## src/rtl/instr_fetch.sv

```systemverilog
// Instruction fetch unit: issues one instruction read at a time and queues
// returned {pc, instr} pairs in a small circular buffer for the decoder.
module instr_fetch #(
  parameter int AddrWidth  = 32,
  parameter int InstrWidth = 32,
  parameter int QueueDepth = 4
) (
  input  logic                  clk_in,
  input  logic                  rst_in,
  input  logic                  rdy_in,
  input  logic [AddrWidth-1:0]  pc_in,
  output logic                  if_to_pc_en_out,
  input  logic                  commit_to_if_flush_in,
  output logic                  if_to_mem_req_out,
  output logic [AddrWidth-1:0]  if_to_mem_addr_out,
  input  logic                  mem_to_if_valid_in,
  input  logic [InstrWidth-1:0] mem_to_if_data_in,
  output logic                  if_to_dec_valid_out,
  output logic [InstrWidth-1:0] if_to_dec_instr_out,
  output logic [AddrWidth-1:0]  if_to_dec_pc_out,
  input  logic                  dec_to_if_ready_in
);

  localparam int PtrWidth = $clog2(QueueDepth);
  localparam int CntWidth = PtrWidth + 1;

  typedef enum logic [1:0] {IDLE, WAIT, DROP} state_t;

  state_t                state;
  state_t                next_state;
  logic [AddrWidth-1:0]  addr;
  logic [PtrWidth-1:0]   head;
  logic [PtrWidth-1:0]   tail;
  logic [CntWidth-1:0]   count;
  logic [InstrWidth-1:0] instr_q [QueueDepth];
  logic [AddrWidth-1:0]  pc_q    [QueueDepth];

  logic flush;
  logic push;
  logic pop;
  logic issue;

  assign flush = commit_to_if_flush_in;
  assign push  = rdy_in && (state == WAIT) && mem_to_if_valid_in && !flush;
  assign pop   = rdy_in && (count != '0) && dec_to_if_ready_in && !flush;
  assign issue = rdy_in && (state == IDLE) && !flush && (count < CntWidth'(QueueDepth));

  always_ff @(posedge clk_in) begin
    if (rst_in) begin
      state <= IDLE;
    end else begin
      state <= next_state;
    end
  end

  // A flush during an outstanding read cannot cancel it, so the reply is
  // still awaited in DROP and thrown away when it arrives.
  always_comb begin
    next_state = state;
    if (rdy_in) begin
      case (state)
        IDLE: if (issue) next_state = WAIT;
        WAIT: begin
          if (mem_to_if_valid_in) begin
            next_state = IDLE;
          end else if (flush) begin
            next_state = DROP;
          end
        end
        DROP: if (mem_to_if_valid_in) next_state = IDLE;
        default: next_state = IDLE;
      endcase
    end
  end

  // Outputs are forced low while reset is asserted so nothing leaks out
  // of a half-finished read during the reset cycle itself.
  always_comb begin
    if_to_mem_req_out   = !rst_in && (state != IDLE);
    if_to_mem_addr_out  = rst_in ? '0 : addr;
    if_to_pc_en_out     = !rst_in && push;
    if_to_dec_valid_out = !rst_in && (count != '0);
    if_to_dec_instr_out = instr_q[head];
    if_to_dec_pc_out    = pc_q[head];
  end

  always_ff @(posedge clk_in) begin
    if (rst_in) begin
      addr  <= '0;
      head  <= '0;
      tail  <= '0;
      count <= '0;
    end else if (rdy_in) begin
      if (issue) begin
        addr <= pc_in;
      end
      if (flush) begin
        head  <= tail;
        count <= '0;
      end else begin
        if (push) begin
          tail <= tail + PtrWidth'(1);
        end
        if (pop) begin
          head <= head + PtrWidth'(1);
        end
        case ({push, pop})
          2'b10:   count <= count + CntWidth'(1);
          2'b01:   count <= count - CntWidth'(1);
          default: count <= count;
        endcase
      end
    end
  end

  always_ff @(posedge clk_in) begin
    if (push) begin
      instr_q[tail] <= mem_to_if_data_in;
      pc_q[tail]    <= addr;
    end
  end

endmodule

```

## config.mk

```make
export PLATFORM = sky130hd
export DESIGN_NAME = instr_fetch
export DESIGN_NICKNAME = d
export VERILOG_FILES = /design/src/rtl/instr_fetch.sv
export SDC_FILE = /design/constraint.sdc
export NUM_CORES = 1
export LEC_CHECK = 0
export BUFFER_PORTS_ARGS = -buffer_cell sky130_fd_sc_hd__clkbuf_2
export CAP_MARGIN = 10
export CORE_ASPECT_RATIO = 2
export CORE_MARGIN = 1.5
export CORE_UTILIZATION = 40
export CTS_CLUSTER_DIAMETER = 40
export DETAILED_ROUTE_END_ITERATION = 8
export PLACE_DENSITY = 0.7
export SYNTH_ARGS = -nofsm -noshare
export SYNTH_HDL_FRONTEND = slang
export SYNTH_SLANG_ARGS = --single-unit
```

## constraint.sdc

```tcl
create_clock -name clk_in -period 3.1 [get_ports clk_in]
set_clock_uncertainty 0.05 [all_clocks]
set_input_delay 0.62 -clock clk_in [delete_from_list [all_inputs] [get_ports clk_in]]
set_output_delay 0.62 -clock clk_in [all_outputs]
set_load 0.02 [all_outputs]
```

# After elaboration in Yosys (flattened, before gate mapping)
# Memory sizes are Yosys's and may differ from the RTL's. A register that Yosys moved wholly into a read port is not among the register bits.
# Index checks and enable logic that the tools add are counted.
# totals
regBits,41
latch_bits,0
mem_bits_rw,256
mem_bits_ro,0
inputBits,70
output_inout_bits,99
word_cells,60
mem_count,2
# classes
n_addsub,4
n_mul,0
div,0
n_lt_le_gt_ge,1
eq_ne,7
shifts,0
muxes,16
n_bitwise,1
n_reduce_logical,24
# mem_list
memory,depth,width,rd,rd_ports_with_merged_regs,wr,line_no,source
instr_q,4,32,1,1,1,35,logic [InstrWidth-1:0] instr_q [QueueDepth];
pc_q,4,32,1,1,1,36,logic [AddrWidth-1:0] pc_q [QueueDepth];
# ops
cell,count
$mux W32,1
$mux W2,10
$logic_and A1 B1 Y1,12
$pmux W2 S3,1
$pmux W3 S2,1
$reduce_and A2 Y1,3
$reduce_bool A3 Y1,2
$add A2 B1 Y2 const B,2
$eq A2 B1 Y1 const B,2
$eq A2 B2 Y1 const B,2
$ne A2 B2 Y1 const B,2
$reduce_and A4 Y1,1
$reduce_bool A2 Y1,2
$add A3 B1 Y3 const B,1
$lt A3 B3 Y1 const B,1
$mux W3,1
$ne A3 B3 Y1 const B,1
$reduce_and A3 Y1,1
$sub A3 B1 Y3 const B,1
$logic_not A1 Y1,2
$logic_not A2 Y1,1
$mux W1,2
$not A1 Y1,1

# Longest topological paths before layout
# depth
ltp_word,8
depth_mapped,8
depth_no_buf,7

# Least setup slack after synthesis
# OpenSTA, ideal clock, no wires.
# synth_path
kind,input to register
startpoint,input port rdy_in
endpoint,"memory instr_q[1][0], enable pin"
setup_ps,429
t_arrival_ps,2718
required_time_ps,2621
setup_slack_ps,-97
cell_stages,4
path_buffers,1
path_cell_list,buf_2 > nand4b_1 > nor2_1 > and2_1
# synth_between
elab_chain_len,5
# synth_lines
element,line_no,source
from (decl),10,"input logic rdy_in,"
$logic_and A1 B1 Y1 (3 in series),44,assign push = rdy_in && (state == WAIT) && mem_to_if_valid_in && !flush;
$mux W1,117,if (push) begin
$mux W1 (implied by the code),118,instr_q[tail] <= mem_to_if_data_in;
to (decl),35,
# Every way passes these cells.

==> flow_metrics.tcl <==
set metrics [dict create \
    power.share.clock_pct 41.9 \
    slew_headroom_pct 60.6 \
    fp-row-count 86 \
    htreeDepth 1 \
    cp_max_fo 64 \
    worstHoldPathCells 3 \
    initial_core_util_pct 40.8 \
    grt_overflow 0 \
    clockBufferDepth 3 \
    cts_resized 0 \
    dr_total_vias 5890 \
    slew_viol_final 0 \
    diodes 0 \
    ys_types 36 \
    setup_tns_ns 0 \
    crit_required_ns 2.43 \
    synth_cells 599 \
    clk_latency_ns 0.54 \
    status "finished clean" \
    irDropWorstVdd_v 0.000357 \
    yosysWarningCount 0 \
    grt.busiest_layer "met2" \
    dieArea_um2 29100 \
    placed_cell_area_um2 12600 \
    dp_hpwl_um 13300 \
    period_share_pct 90.9 \
    coreArea_um2 27500 \
    ys_ff_latch 299 \
    switching_share_pct 21.1 \
    stdcell_area_um2 13500 \
    post-cts-setup-buffers 0 \
    gp_congestion 0.783 \
    antenna_found_initial 0 \
    seqPwrFrac_pct 53.9 \
    use_met1_pct 17.1 \
    p_switching_mw 1.73 \
    grt_use_met2_pct 28.5 \
    drive_gt1_share_pct 37.7 \
    path_class "flip-flop to output port" \
    cp_slowest_cell "mux4_2" \
    use_met3_pct 2.51 \
    p_int_mw 6.48 \
    max_cap_violations 0 \
    hold_violations 0 \
    cts_made_buffers 28 \
    critical_path.cell_chain "buf_12 > mux4_2 > clkbuf_2" \
    cts_tree "yes" \
    wl_per_cell_um 19.0 \
    min_from "pc_in[13]" \
    synthToLayoutAreaGrowth_pct 20.4 \
    cts.sinks 299 \
    vias_per_cell 5.12 \
    drtAntennaViolNets 0 \
    ctsRootBufferMaster "clkbuf_16" \
    cp-end-kind "output port" \
    die_height_um 240 \
    total_power_mw 8.22 \
    fin_ws_ns 0.282 \
    hold_class "primary input to flip-flop" \
    slowest_delay_ns 0.61 \
    pwr-share-comb_pct 4.2 \
    reg2reg_from "count[0]" \
    die_w_um 121 \
    remaining_drc_errors 0 \
    ios 169 \
    yosysSeqAreaShare_pct 76.1 \
    syn_area_per_cell_um2 18.7 \
    first_pass_iters 4 \
    fmax_ghz 0.355 \
    path_clk_slew_ns 0.07 \
    cts_hold_buf 0 \
    nets 851 \
    start_kind "flip-flop" \
    grt_pass1_vias 6109 \
    portBuffers 168 \
    power_density_nw_per_um2 607 \
    grt_use_total_pct 15.3 \
    grt_max_degree 65 \
    tightest_slew_ns 0.590 \
    final_cell_mix "edfxtp_1, clkbuf_2, nand2_1" \
    reg2regPathDepth 6 \
    setup_violations 0 \
    final_common_cell "edfxtp_1" \
    grt_pass1_wl_um 33400 \
    drt_iter0_drc 294 \
    postLayoutCoreUtil_pct 49.1 \
    syn_nets 674 \
    drt-total-wl_um 21900 \
    syn_area_um2 11200 \
    p_leak_nw 4.62 \
    cp_data_arrival_time_ns 2.15 \
    rsz0062_at_grt "no" \
    period_needed_ns 2.82 \
    place_ws_ns 0.477 \
]
==> cell families after synthesis <==
group,share of synthesized area (%)
AND/OR/NAND/NOR,5.89
buffers and inverters,1.44
multiplexers,12.9
flip-flops,76.1
adder cells (fa/ha/maj),0.624
XOR/XNOR,0.156
AO/OA/AOI/OAI,2.84
==> power groups by stage <==
stage | Sequential [mW] | Combinational, mW | Clock (mW)
2_1_floorplan | 4.50 | 0.205 | 0
3_3_place_gp | 4.52 | 0.345 | 0
3_5_place_dp | 4.52 | 0.349 | 0
4_1_cts | 4.43 | 0.350 | 3.53
5_1_grt | 4.44 | 0.374 | 3.66
6_report | 4.43 | 0.342 | 3.44
==> critical path, delay by kind of cell (launching register included) <==
kind | cells | cell delay [ns]
buffers and inverters | 2 | 0.62
multiplexers | 1 | 0.61
flip-flops | 1 | 0.35
==> path summary, 6_finish.rpt <==
kind	slack, ns	to
worst min register to register	0.47	addr[18]
worst min-delay path	0.24	addr[13]
worst max register to register	0.87	count[2]
worst max-delay path	0.28	if_to_dec_instr_out[3]
==> cell type report <==
cell class                 count  area [um^2]
tap                          352          440
timing repair buffer         181         1030
inverter                       3         11.3
clock buffer                  39          813
multi-input combinational    263         2530
sequential                   299         8560
clock inverter                13          144
fill                        2383        14000
==> synth_stat cells (all sizes together) <==
library cell / number / area (um^2)
nor2: 12 / 45.0
a211oi: 1 / 7.51
and2: 4 / 25.0
a2111oi: 1 / 15.0
a31oi: 1 / 6.26
o21ai: 4 / 20.0
a22oi: 1 / 7.51
inv: 3 / 11.3
and3: 1 / 6.26
nand2: 68 / 255
nor3b: 2 / 15.0
nor2b: 33 / 206
nor4b: 1 / 8.76
edfxtp: 256 / 7690
o31a: 2 / 17.5
xnor2: 2 / 17.5
nor3: 6 / 30.0
nand3b: 2 / 15.0
a21oi: 38 / 190
and4b: 1 / 10.0
o311ai: 1 / 16.3
a21boi: 1 / 7.51
nand3: 4 / 20.0
a221oi: 1 / 8.76
dfxtp: 43 / 861
clkbuf: 20 / 75.1
o31ai: 3 / 22.5
or4: 1 / 7.51
buf: 14 / 75.1
nand4b: 2 / 17.5
mux2i: 1 / 10.0
mux4: 64 / 1440
ha: 4 / 50.1
fa: 1 / 20.0
==> state kept, by name, summed over array words and instances, names as in the netlist, named ones only <==
name / cells
count: 3
pc_q: 128
tail: 2
head: 2
instr_q: 128
state: 2
addr: 32
==> stage by stage <==
stage	cells	hold WS, ns
2_1_floorplan	599	0.421
3_3_place_gp	1098	0.445
3_5_place_dp	1098	0.457
4_1_cts	1150	0.215
5_1_grt	1150	0.230
6_report	1150	0.243
==> metal layers <==
layer / vias up / share of wire (%)
met4: 0 / 3.2
met2: 146 / 56
met3: 36 / 4.5
li1: 2701 / -
met1: 3007 / 37
met5: - / 0
(Power assumes the default switching activity.)
